===== src/rtl/mips_loader_pkg.sv =====
// Shared types and constants for the MIPS program loader: FSM encoding,
// header length width and checksum width.
package mips_loader_pkg;
  localparam int LEN_W = 16;
  localparam int CHK_W = 8;

  typedef enum logic [2:0] {
    ST_IDLE   = 3'd0,
    ST_LEN_HI = 3'd1,
    ST_LEN_LO = 3'd2,
    ST_DATA   = 3'd3,
    ST_CHK    = 3'd4,
    ST_DONE   = 3'd5,
    ST_ERR    = 3'd6
  } loader_state_t;
endpackage


===== src/rtl/mips_prog_loader_if.sv =====
// Byte-stream input and memory write port of the program loader.
// Stream handshake: a byte moves on a clk1 rising edge where s_valid && s_ready;
// the source holds s_data stable while s_valid is high and s_ready is low.
interface mips_prog_loader_if #(parameter int ADDR_W = 10);
  logic [7:0]        s_data;
  logic              s_valid;
  logic              s_ready;
  logic              mem_we;
  logic [ADDR_W-1:0] mem_addr;
  logic [31:0]       mem_wdata;

  modport master (output s_data, s_valid, input s_ready, mem_we, mem_addr, mem_wdata);
  modport slave  (input s_data, s_valid, output s_ready, mem_we, mem_addr, mem_wdata);
endinterface


===== src/rtl/mips_word_assembler.sv =====
// Collects four stream bytes MSB first into a 32-bit word; word_valid marks
// the byte that completes a word, with word already holding the full value.
module mips_word_assembler (
  input  logic        clk,
  input  logic        rst_n,
  input  logic        clear,
  input  logic        byte_en,
  input  logic [7:0]  byte_in,
  output logic [31:0] word,
  output logic        word_valid
);
  logic [23:0] shift_q;
  logic [1:0]  idx_q;

  always_ff @(posedge clk) begin
    if (!rst_n || clear) begin
      shift_q <= '0;
      idx_q   <= '0;
    end else if (byte_en) begin
      shift_q <= {shift_q[15:0], byte_in};
      idx_q   <= idx_q + 2'd1;
    end
  end

  assign word       = {shift_q, byte_in};
  assign word_valid = byte_en && (idx_q == 2'd3);
endmodule


===== src/rtl/mips_prog_loader.sv =====
// Loads CPU memory from a framed byte stream (length header, payload, checksum)
// and releases the CPU from hold once the frame checks out.
module mips_prog_loader #(
  parameter int ADDR_W = 10,
  parameter int LEN_W  = 16
) (
  input  logic                           clk1,
  input  logic                           rst_n,
  input  logic                           start,
  mips_prog_loader_if.slave              bus,
  output logic                           cpu_hold,
  output logic                           cpu_go,
  output logic                           load_done,
  output logic                           load_err,
  output logic [ADDR_W:0]                words_loaded,
  output mips_loader_pkg::loader_state_t dbg_state
);
  import mips_loader_pkg::*;

  localparam int unsigned CAP = 32'd1 << ADDR_W;

  loader_state_t     state_q, state_n;
  logic              ready, accept, start_ok;
  logic              byte_en, word_valid, last_word, csum_ok, len_zero, len_over;
  logic [31:0]       word;
  logic [7:0]        len_hi_q;
  logic [LEN_W-1:0]  len_q, len_full;
  logic [CHK_W-1:0]  csum_q;
  logic [ADDR_W:0]   words_q;
  logic              mem_we_q;
  logic [ADDR_W-1:0] addr_q;
  logic [31:0]       wdata_q;

  assign ready     = (state_q == ST_LEN_HI) || (state_q == ST_LEN_LO) ||
                     (state_q == ST_DATA)   || (state_q == ST_CHK);
  assign accept    = ready && bus.s_valid;
  assign start_ok  = start && ((state_q == ST_IDLE) || (state_q == ST_DONE) || (state_q == ST_ERR));
  assign byte_en   = accept && (state_q == ST_DATA);
  assign len_full  = LEN_W'({len_hi_q, bus.s_data});
  assign len_zero  = (len_full == '0);
  assign len_over  = 32'(len_full) > CAP;
  assign last_word = (LEN_W'(words_q) + LEN_W'(1)) == len_q;
  assign csum_ok   = (bus.s_data == csum_q);

  mips_word_assembler u_asm (
    .clk        (clk1),
    .rst_n      (rst_n),
    .clear      (start_ok),
    .byte_en    (byte_en),
    .byte_in    (bus.s_data),
    .word       (word),
    .word_valid (word_valid)
  );

  always_ff @(posedge clk1) begin
    if (!rst_n) state_q <= ST_IDLE;
    else        state_q <= state_n;
  end

  always_comb begin
    state_n = state_q;
    case (state_q)
      ST_IDLE, ST_DONE, ST_ERR: if (start) state_n = ST_LEN_HI;
      ST_LEN_HI: if (accept) state_n = ST_LEN_LO;
      ST_LEN_LO: begin
        if (accept) begin
          if (len_zero)      state_n = ST_CHK;
          else if (len_over) state_n = ST_ERR;
          else               state_n = ST_DATA;
        end
      end
      ST_DATA: if (word_valid && last_word) state_n = ST_CHK;
      ST_CHK:  if (accept) state_n = csum_ok ? ST_DONE : ST_ERR;
      default: state_n = ST_IDLE;
    endcase
  end

  // Write strobe and CPU release are registered so they appear the cycle after the deciding byte.
  always_ff @(posedge clk1) begin
    if (!rst_n) begin
      len_hi_q  <= '0;
      len_q     <= '0;
      csum_q    <= '0;
      words_q   <= '0;
      mem_we_q  <= 1'b0;
      addr_q    <= '0;
      wdata_q   <= '0;
      cpu_hold  <= 1'b1;
      cpu_go    <= 1'b0;
      load_done <= 1'b0;
      load_err  <= 1'b0;
    end else begin
      mem_we_q <= 1'b0;
      cpu_go   <= 1'b0;
      if (start_ok) begin
        load_done <= 1'b0;
        load_err  <= 1'b0;
        words_q   <= '0;
        csum_q    <= '0;
        cpu_hold  <= 1'b1;
      end
      if (accept && state_q == ST_LEN_HI) len_hi_q <= bus.s_data;
      if (accept && state_q == ST_LEN_LO) begin
        len_q <= len_full;
        if (!len_zero && len_over) load_err <= 1'b1;
      end
      if (byte_en) begin
        csum_q <= csum_q + CHK_W'(bus.s_data);
        if (word_valid) begin
          mem_we_q <= 1'b1;
          addr_q   <= words_q[ADDR_W-1:0];
          wdata_q  <= word;
          words_q  <= words_q + 1'b1;
        end
      end
      if (accept && state_q == ST_CHK) begin
        if (csum_ok) begin
          load_done <= 1'b1;
          cpu_go    <= 1'b1;
          cpu_hold  <= 1'b0;
        end else begin
          load_err  <= 1'b1;
        end
      end
    end
  end

  assign bus.s_ready   = ready;
  assign bus.mem_we    = mem_we_q;
  assign bus.mem_addr  = addr_q;
  assign bus.mem_wdata = wdata_q;
  assign words_loaded  = words_q;
  assign dbg_state     = state_q;
endmodule


===== src/flat_wrapper.sv =====
// flat-port wrapper written by rule: the top's interface ports become plain ports
module mips_prog_loader_flat import mips_loader_pkg::*;
#(
  parameter int ADDR_W = 10,
  parameter int LEN_W  = 16
)
  (clk1, rst_n, start, cpu_hold, cpu_go, load_done, load_err, words_loaded, dbg_state, bus_s_data, bus_s_valid, bus_s_ready, bus_mem_we, bus_mem_addr, bus_mem_wdata);
  mips_prog_loader_if #(.ADDR_W(ADDR_W)) bus_i ();
  input  logic clk1;
  input  logic rst_n;
  input  logic start;
  output logic cpu_hold;
  output logic cpu_go;
  output logic load_done;
  output logic load_err;
  output logic [ADDR_W:0] words_loaded;
  output mips_loader_pkg::loader_state_t dbg_state;
  input wire logic [$bits(bus_i.s_data)-1:0] bus_s_data;
  input wire logic [$bits(bus_i.s_valid)-1:0] bus_s_valid;
  output wire logic [$bits(bus_i.s_ready)-1:0] bus_s_ready;
  output wire logic [$bits(bus_i.mem_we)-1:0] bus_mem_we;
  output wire logic [$bits(bus_i.mem_addr)-1:0] bus_mem_addr;
  output wire logic [$bits(bus_i.mem_wdata)-1:0] bus_mem_wdata;
  assign bus_i.s_data = bus_s_data;
  assign bus_i.s_valid = bus_s_valid;
  assign bus_s_ready = bus_i.s_ready;
  assign bus_mem_we = bus_i.mem_we;
  assign bus_mem_addr = bus_i.mem_addr;
  assign bus_mem_wdata = bus_i.mem_wdata;
  mips_prog_loader #(.ADDR_W(ADDR_W), .LEN_W(LEN_W)) u_core (.clk1(clk1), .rst_n(rst_n), .start(start), .bus(bus_i), .cpu_hold(cpu_hold), .cpu_go(cpu_go), .load_done(load_done), .load_err(load_err), .words_loaded(words_loaded), .dbg_state(dbg_state));
endmodule

===== config.mk =====
export PLATFORM = sky130hd
export DESIGN_NAME = mips_prog_loader_flat
export DESIGN_NICKNAME = d
export VERILOG_FILES = /design/src/rtl/mips_loader_pkg.sv /design/src/rtl/mips_prog_loader_if.sv /design/src/rtl/mips_word_assembler.sv /design/src/rtl/mips_prog_loader.sv /design/src/flat_wrapper.sv
export SDC_FILE = /design/constraint.sdc
export NUM_CORES = 1
export LEC_CHECK = 0
export BUFFER_PORTS_ARGS = -buffer_cell sky130_fd_sc_hd__buf_2
export CAP_MARGIN = 25
export CORE_UTILIZATION = 50
export CTS_CLUSTER_SIZE = 28
export DETAILED_ROUTE_END_ITERATION = 6
export PLACE_DENSITY = 0.74
export SLEW_MARGIN = 20
export SYNTH_ARGS = -nofsm -noshare
export SYNTH_HDL_FRONTEND = slang
export SYNTH_SLANG_ARGS = --single-unit

===== constraint.sdc =====
create_clock -name clk1 -period 2.7 [get_ports clk1]
set_input_delay 0.405 -clock clk1 [delete_from_list [all_inputs] [get_ports clk1]]
set_output_delay 0.405 -clock clk1 [all_outputs]
set_load 0.02 [all_outputs]

Yosys cells after proc, flatten, opt, wreduce, memory -nomap -nowiden
Cells that the tools add are included.
- add/subtract/negate cells: 4
- multipliers: 0
- divide/modulo/power cells: 0
- order comparisons: 1
- equal/unequal tests: 14
- shifts and indexed selects: 0
- multiplexer cells: 27
- bitwise operators: 0
- reduce and logical (&&, ||, !) cells: 25
- operator list (cell ; count):
    11-bit two-way mux ; 3
    3-bit two-way mux ; 7
    16-bit == test ; 1
    16-bit by 11-bit greater-than comparator with 1-bit output (second input constant) ; 1
    16-bit logical NOT ; 1
    8-bit two-way mux ; 2
    3-bit one-hot mux with 5 select lines ; 1
    1-bit two-way mux ; 13
    11-bit by 1-bit adder with 12-bit output (second input constant) ; 1
    11-bit by 1-bit adder with 11-bit output (second input constant) ; 1
    3-bit == test (second input constant) ; 3
    1-bit logical AND ; 9
    8-bit adder ; 1
    8-bit == test ; 1
    3-bit by 2-bit == test with 1-bit output (second input constant) ; 2
    1-bit logical OR ; 6
    2-bit by 1-bit inequality test with 1-bit output (second input constant) ; 3
    2-bit AND reduction ; 3
    5-bit AND reduction ; 1
    2-bit inequality test (second input constant) ; 2
    3-bit by 1-bit == test with 1-bit output (second input constant) ; 1
    3-bit logical NOT ; 1
    3-bit OR reduction ; 1
    2-bit by 1-bit adder with 2-bit output (second input constant) ; 1
    4 further kinds ; 5
- bits in registers: 119
- bits in latches: 0
- bits in writable memories: 0
- bits in read-only memories: 0
- output and inout bits: 62
- memories kept: 0

Depth between registers and ports, before layout
- depth in word-level cells: 10
- depth in mapped cells: 9

Modules after synthesis
Synthesis repeated with hierarchy kept, for this count alone.
- cell total of the unflattened synthesis: 636
- area total of the unflattened synthesis: 5500.3 sq um
- modules (own cells, without submodules) (module ; instances ; cells an instance ; area an instance (sq um)):
    mips_prog_loader ; 1 ; 541 ; 4453.0
    mips_word_assembler ; 1 ; 95 ; 1047.3

Worst setup path before layout
Ideal clock, no wire load.
- path kind: reg-to-reg
- start point: register u_core.words_q[0] (netlist: u_core.words_loaded[0])
- end point: register u_core.state_q[1] (netlist: u_core.dbg_state[1])
- arrival time: 2.032 ns
- required time: 2.585 ns
- setup slack: 0.553 ns
- stages on the path, launching flop included: 8
- clock period less this slack: 2.147 ns
- cells stage by stage: dfxtp_1 > ha_1 > nand4_1 > or3_4 > xnor2_1 > nor3_1 > a31oi_1 > o21a_1
- word-level cells in the longest chain between the ends: 5
- ends and longest elaborated chain (what ; line ; text):
    from (decl) ; mips_prog_loader.sv:29 ; logic [ADDR_W:0] words_q;
    from (signal assigned) ; mips_prog_loader.sv:113 ; words_q <= words_q + 1'b1;
    11-bit by 1-bit adder with 12-bit output ; mips_prog_loader.sv:42 ; assign last_word = (LEN_W'(words_q) + LEN_W'(1)) == len_q;
    16-bit == test ; mips_prog_loader.sv:42 ;
    1-bit logical AND ; mips_prog_loader.sv:72 ; ST_DATA: if (word_valid && last_word) state_n = ST_CHK;
    2-bit inequality test (no source line) ; n/a ;
    5-bit AND reduction (no source line) ; n/a ;
    to (signal assigned) ; mips_prog_loader.sv:57 ; else state_q <= state_n;
    to (decl) ; mips_prog_loader.sv:22 ; loader_state_t state_q, state_n;
No other way between the ends.
A chain may end at the register's enable or synchronous reset.

Worst setup path after layout
Ends and elaborated chain as after synthesis.

==> metrics.sh <==
SYNTH_CELLS=674
MIN_DELAY_PATH_DEPTH=3
POST_CTS.RESIZED_INSTANCES=0
MOSTFREQUENTLAYOUTCELLS='nand2_1 (200), dfxtp_1 (119), buf_2 (73)'
PLACEMENTROWS=37
SYN_AREA_UM2=5454
VIAS_PER_CELL=5.572
WIRE_PER_INST_UM=15.14
FIN_TNS_SETUP_NS=0
SYNTH_XOR_XNOR_AREA_SHARE=0.03212
ACHIEVABLE-FREQUENCY_GHz=0.4250
FIRST_GLOBAL_VIAS=4558
HOLDCRITSTARTPOINT='bus_s_data[0]'
SYNTH_FP_NETS=696
POSTROUTEANTENNANETS=0
CTS_ROOT_BUF='clkbuf_8'
YS_SEQ_AREA_FRAC=0.4368
DRT_DRC_VIOLATIONS_LEFT=0
SYNTHSIMPLEGATEAREAFRAC=0.2590
AREA_OF_THE_MULTI_INPUT_GATES_UM2=2834
CTS_NUM_SINKS=119
GR-TOTAL-OVERFLOW=0
REGISTER_TO_REGISTER_PATH_SETUP_SLACK_NS=0.35
DRT_PASS1_ITERATIONS=5
RSZ0062_AT_GRT='no'
FILLCELLCOUNT=906
DETAILEDROUTE.FIRSTITERATIONVIOLATIONS=328
GRT_FIRST_PASS_WIRELENGTH_MM=22.21
WORST-SETUP-PATH-TYPE='register to register'
HTREEDEPTH=4
SYNTH-EDFF-COUNT=0
SYN_AVG_CELL_AREA_UM2=8.092
VIAS=4920
FLOORPLAN.DIE.WIDTH_UM=106.4
MET2WIRELENGTH_MM=6.444
POWER.IR.VDD_WORST_uV=430.0
M1WIRELENGTH_MM=5.950
CRITPATHLAUNCH='u_core.words_loaded[0]$_SDFF_PN0_'
CLOCK_PATH_BUFFERS=2
N_ANTENNA_CELL=0
FIN_NETS=756
FINAL_CORE_UTIL=0.6177
FINAL.SETUP_SKEW_NS=0.008604
SLEW_HEADROOM=0.4976
WORSTHOLDPATHTYPE='input pin to register'
FLOORPLAN.INITIALDENSITY=0.5213
DRT-TOTAL-WL_MM=13.37
CLOCK_SLEW_AT_REPORTED_PATH_FFS_NS=0.06
CTS_HOLD_BUF=0
RUN_STATUS='completed'
WHS_ENDPOINT='u_core.u_asm.shift_q[0]$_SDFFE_PP0N_'
TIMING.CRITICAL_PATH.TO_TYPE='register'
WORST-SLEW-PIN-TRANSITION_NS=0.7537
SYNTH_ADDER_AREA_SHARE=0.02432
DESIGN.DIE.AREA_UM2=11330
DRIVE_GT1_FRAC=0.1714
SYNTH_FLOP_CELL='dfxtp_1'
FINAL-SETUP-VIOL-COUNT=0
DPL.HPWL_MM=9.003
NUMBER_OF_I_O_PINS=74
WORST-PATH-MAX-FANOUT=8
FINAL_COMMON_CELL='nand2_1'
MAXIMUM_NUMBER_OF_PINS_ON_ONE_NET_BEFORE_GLOBAL_ROUTE_REPAIR=57
COMBINATIONAL_FAMILY_WITH_THE_MOST_AREA_AFTER_SYNTHESIS='simple AND/OR/NAND/NOR gates'
SYNTH_COMPOUND_GATE_AREA_SHARE=0.1984
TOTAL_LEAKAGE_POWER_uW=0.002377
WORSTREG2REGEND='u_core.dbg_state[1]$_SDFFE_PN0P_'
GP_CONGESTION=0.8980
YS_SEQ_ELEMENTS=119
SEQCELLAREA_UM2=2382
CRIT-REG2REG-LAUNCH='u_core.words_loaded[0]$_SDFF_PN0_'
CLOCK_TREE_FROM_TRITONCTS='done'
FINALCRITICALPERIOD_NS=2.353
INITIAL_ANTENNA_VIOLATION_COUNT=0
DIE_HEIGHT_UM=106.4
SYN_TO_FINAL_GROWTH_PCT=18.49
TOTAL_ROUTING_USAGE_GR=0.2478
SYNTHARSTFLOPSHARE=0
WORSTPATHARRIVAL_NS=2.77
CELLPOWERDENSITY_nW_PER_UM2=666.7
MAXCAPVIOLCOUNT=0
ROUTED-WL-MET3_UM=806
TRITONCTS.NUM_BUFFERS=17
YS_WARNINGS=0
REQUIRED_NS=3.12
SYNTH_MUX_AREA_FRAC=0.003900
RR_WORST_DEPTH=7
TIMING.CRITICAL_PATH.FROM_TYPE='register'
IO_BUFFER_COUNT=73
TIMING.FINAL.CRIT_SHARE=0.8714
CTS.REPAIR_TIMING.SETUP_BUFFER_COUNT=0
FINAL_MAX_SLEW_VIOL_COUNT=0
HOLD_VIOL=0
POST_SYNTH_NUM_CELL_TYPES=58
CORE-AREA_UM2=10460
WORST_SKEW_PAIR.LATE_LATENCY_NS=0.52
HIGHEST-SIGNAL-LAYER='met4'
state kept, by name, summed over array words and instances (netlist names):
name                  cells
u_core.dbg_state          3
u_core.cpu_hold           1
u_core.bus.mem_addr      10
u_core.len_hi_q           8
u_core.bus.mem_wdata     32
u_core.words_loaded      11
u_core.len_q             16
u_core.load_err           1
u_core.load_done          1
u_core.u_asm.idx_q        2
u_core.cpu_go             1
u_core.bus.mem_we         1
u_core.csum_q             8
u_core.u_asm.shift_q     24
cell type report:
class,instances,share of cell area
multi-input combinational,504,0.4385
sequential,119,0.3686
timing repair buffer,81,0.06776
clock buffer,17,0.06409
clock inverter,15,0.02827
tap,136,0.02633
inverter,11,0.006389
kinds of logic (layout without fill, tap and decap cells):
group | after synthesis | after routing
AOI/OAI and AO/OA | 159 | 159
xor gates and xnor gates | 20 | 20
adders and majority gates | 10 | 10
buffers and inverters | 51 | 124
DFF | 119 | 119
muxes | 2 | 2
and+or+nand+nor | 313 | 313
critical path, cell delays in order (launching register included):
cell and delay, ns:
dfxtp_1 0.51, ha_1 0.35, nand4_1 0.21, or3_4 0.45, xnor2_1 0.13, nor3_1 0.19
a31oi_1 0.19, o21a_1 0.22
per-stage QoR:
| stage | power [uW] | instance area, um2 | instances | hold WS [ns] | setup WS [ns] |
|---|---|---|---|---|---|
| floorplan | 1993 | 5454 | 674 | 0.4347 | 0.5534 |
| global placement | 2061 | 5863 | 851 | 0.4451 | 0.4626 |
| detailed placement | 2066 | 5863 | 851 | 0.4465 | 0.3631 |
| CTS | 4332 | 6460 | 883 | 0.1858 | 0.3749 |
| global route | 4452 | 6462 | 883 | 0.2009 | 0.1580 |
| finish | 4309 | 6462 | 883 | 0.1962 | 0.3473 |
routing by layer:
layer / global-route usage / up-vias
li1: - / 2392
met1: 0.3241 / 2343
met2: 0.4045 / 170
met3: 0.05395 / 15
met4: 0.08317 / 0
met5: 0 / -
where the power goes:
group / switching, uW / internal, uW / total (uW) / leakage [uW]
Sequential: 24.6 / 1770 / 1790 / 0.000959
Clock: 919 / 1360 / 2280 / 0.000292
Combinational: 154 / 82.8 / 237 / 0.00113
synth_stat cells, types with 3 or more instances:
| cell type | count | area share |
|---|---|---|
| xnor2_1 | 13 | 0.021 |
| nand4_1 | 6 | 0.0069 |
| nor3b_1 | 4 | 0.0055 |
| a31oi_1 | 4 | 0.0046 |
| a22oi_1 | 5 | 0.0069 |
| clkbuf_1 | 24 | 0.017 |
| nand3_1 | 13 | 0.012 |
| dfxtp_1 | 119 | 0.44 |
| nor4_1 | 4 | 0.0046 |
| buf_6 | 4 | 0.0083 |
| nand2b_1 | 7 | 0.0080 |
| xor2_1 | 7 | 0.011 |
| o211ai_1 | 3 | 0.0041 |
| nor3_1 | 8 | 0.0073 |
| ha_1 | 9 | 0.021 |
| a21oi_1 | 37 | 0.034 |
| nor2b_1 | 12 | 0.014 |
| nand3b_1 | 9 | 0.012 |
| a21boi_0 | 69 | 0.095 |
| o21ai_0 | 21 | 0.019 |
| or3_1 | 4 | 0.0046 |
| inv_1 | 11 | 0.0076 |
| and2_1 | 4 | 0.0046 |
| nand2_1 | 201 | 0.14 |
| buf_2 | 10 | 0.0092 |
| nor2_1 | 28 | 0.019 |
worst max-delay path by stage:
stage | end | slack [ns]
floorplan | u_core.dbg_state[1]$_SDFFE_PN0P_ | 0.55
global placement | u_core.csum_q[6]$_SDFFE_PN0P_ | 0.46
detailed placement | u_core.csum_q[6]$_SDFFE_PN0P_ | 0.36
CTS | u_core.dbg_state[1]$_SDFFE_PN0P_ | 0.37
global route | u_core.dbg_state[1]$_SDFFE_PN0P_ | 0.16
finish | u_core.dbg_state[1]$_SDFFE_PN0P_ | 0.35
Note: power is estimated with default switching activity, not from simulation.
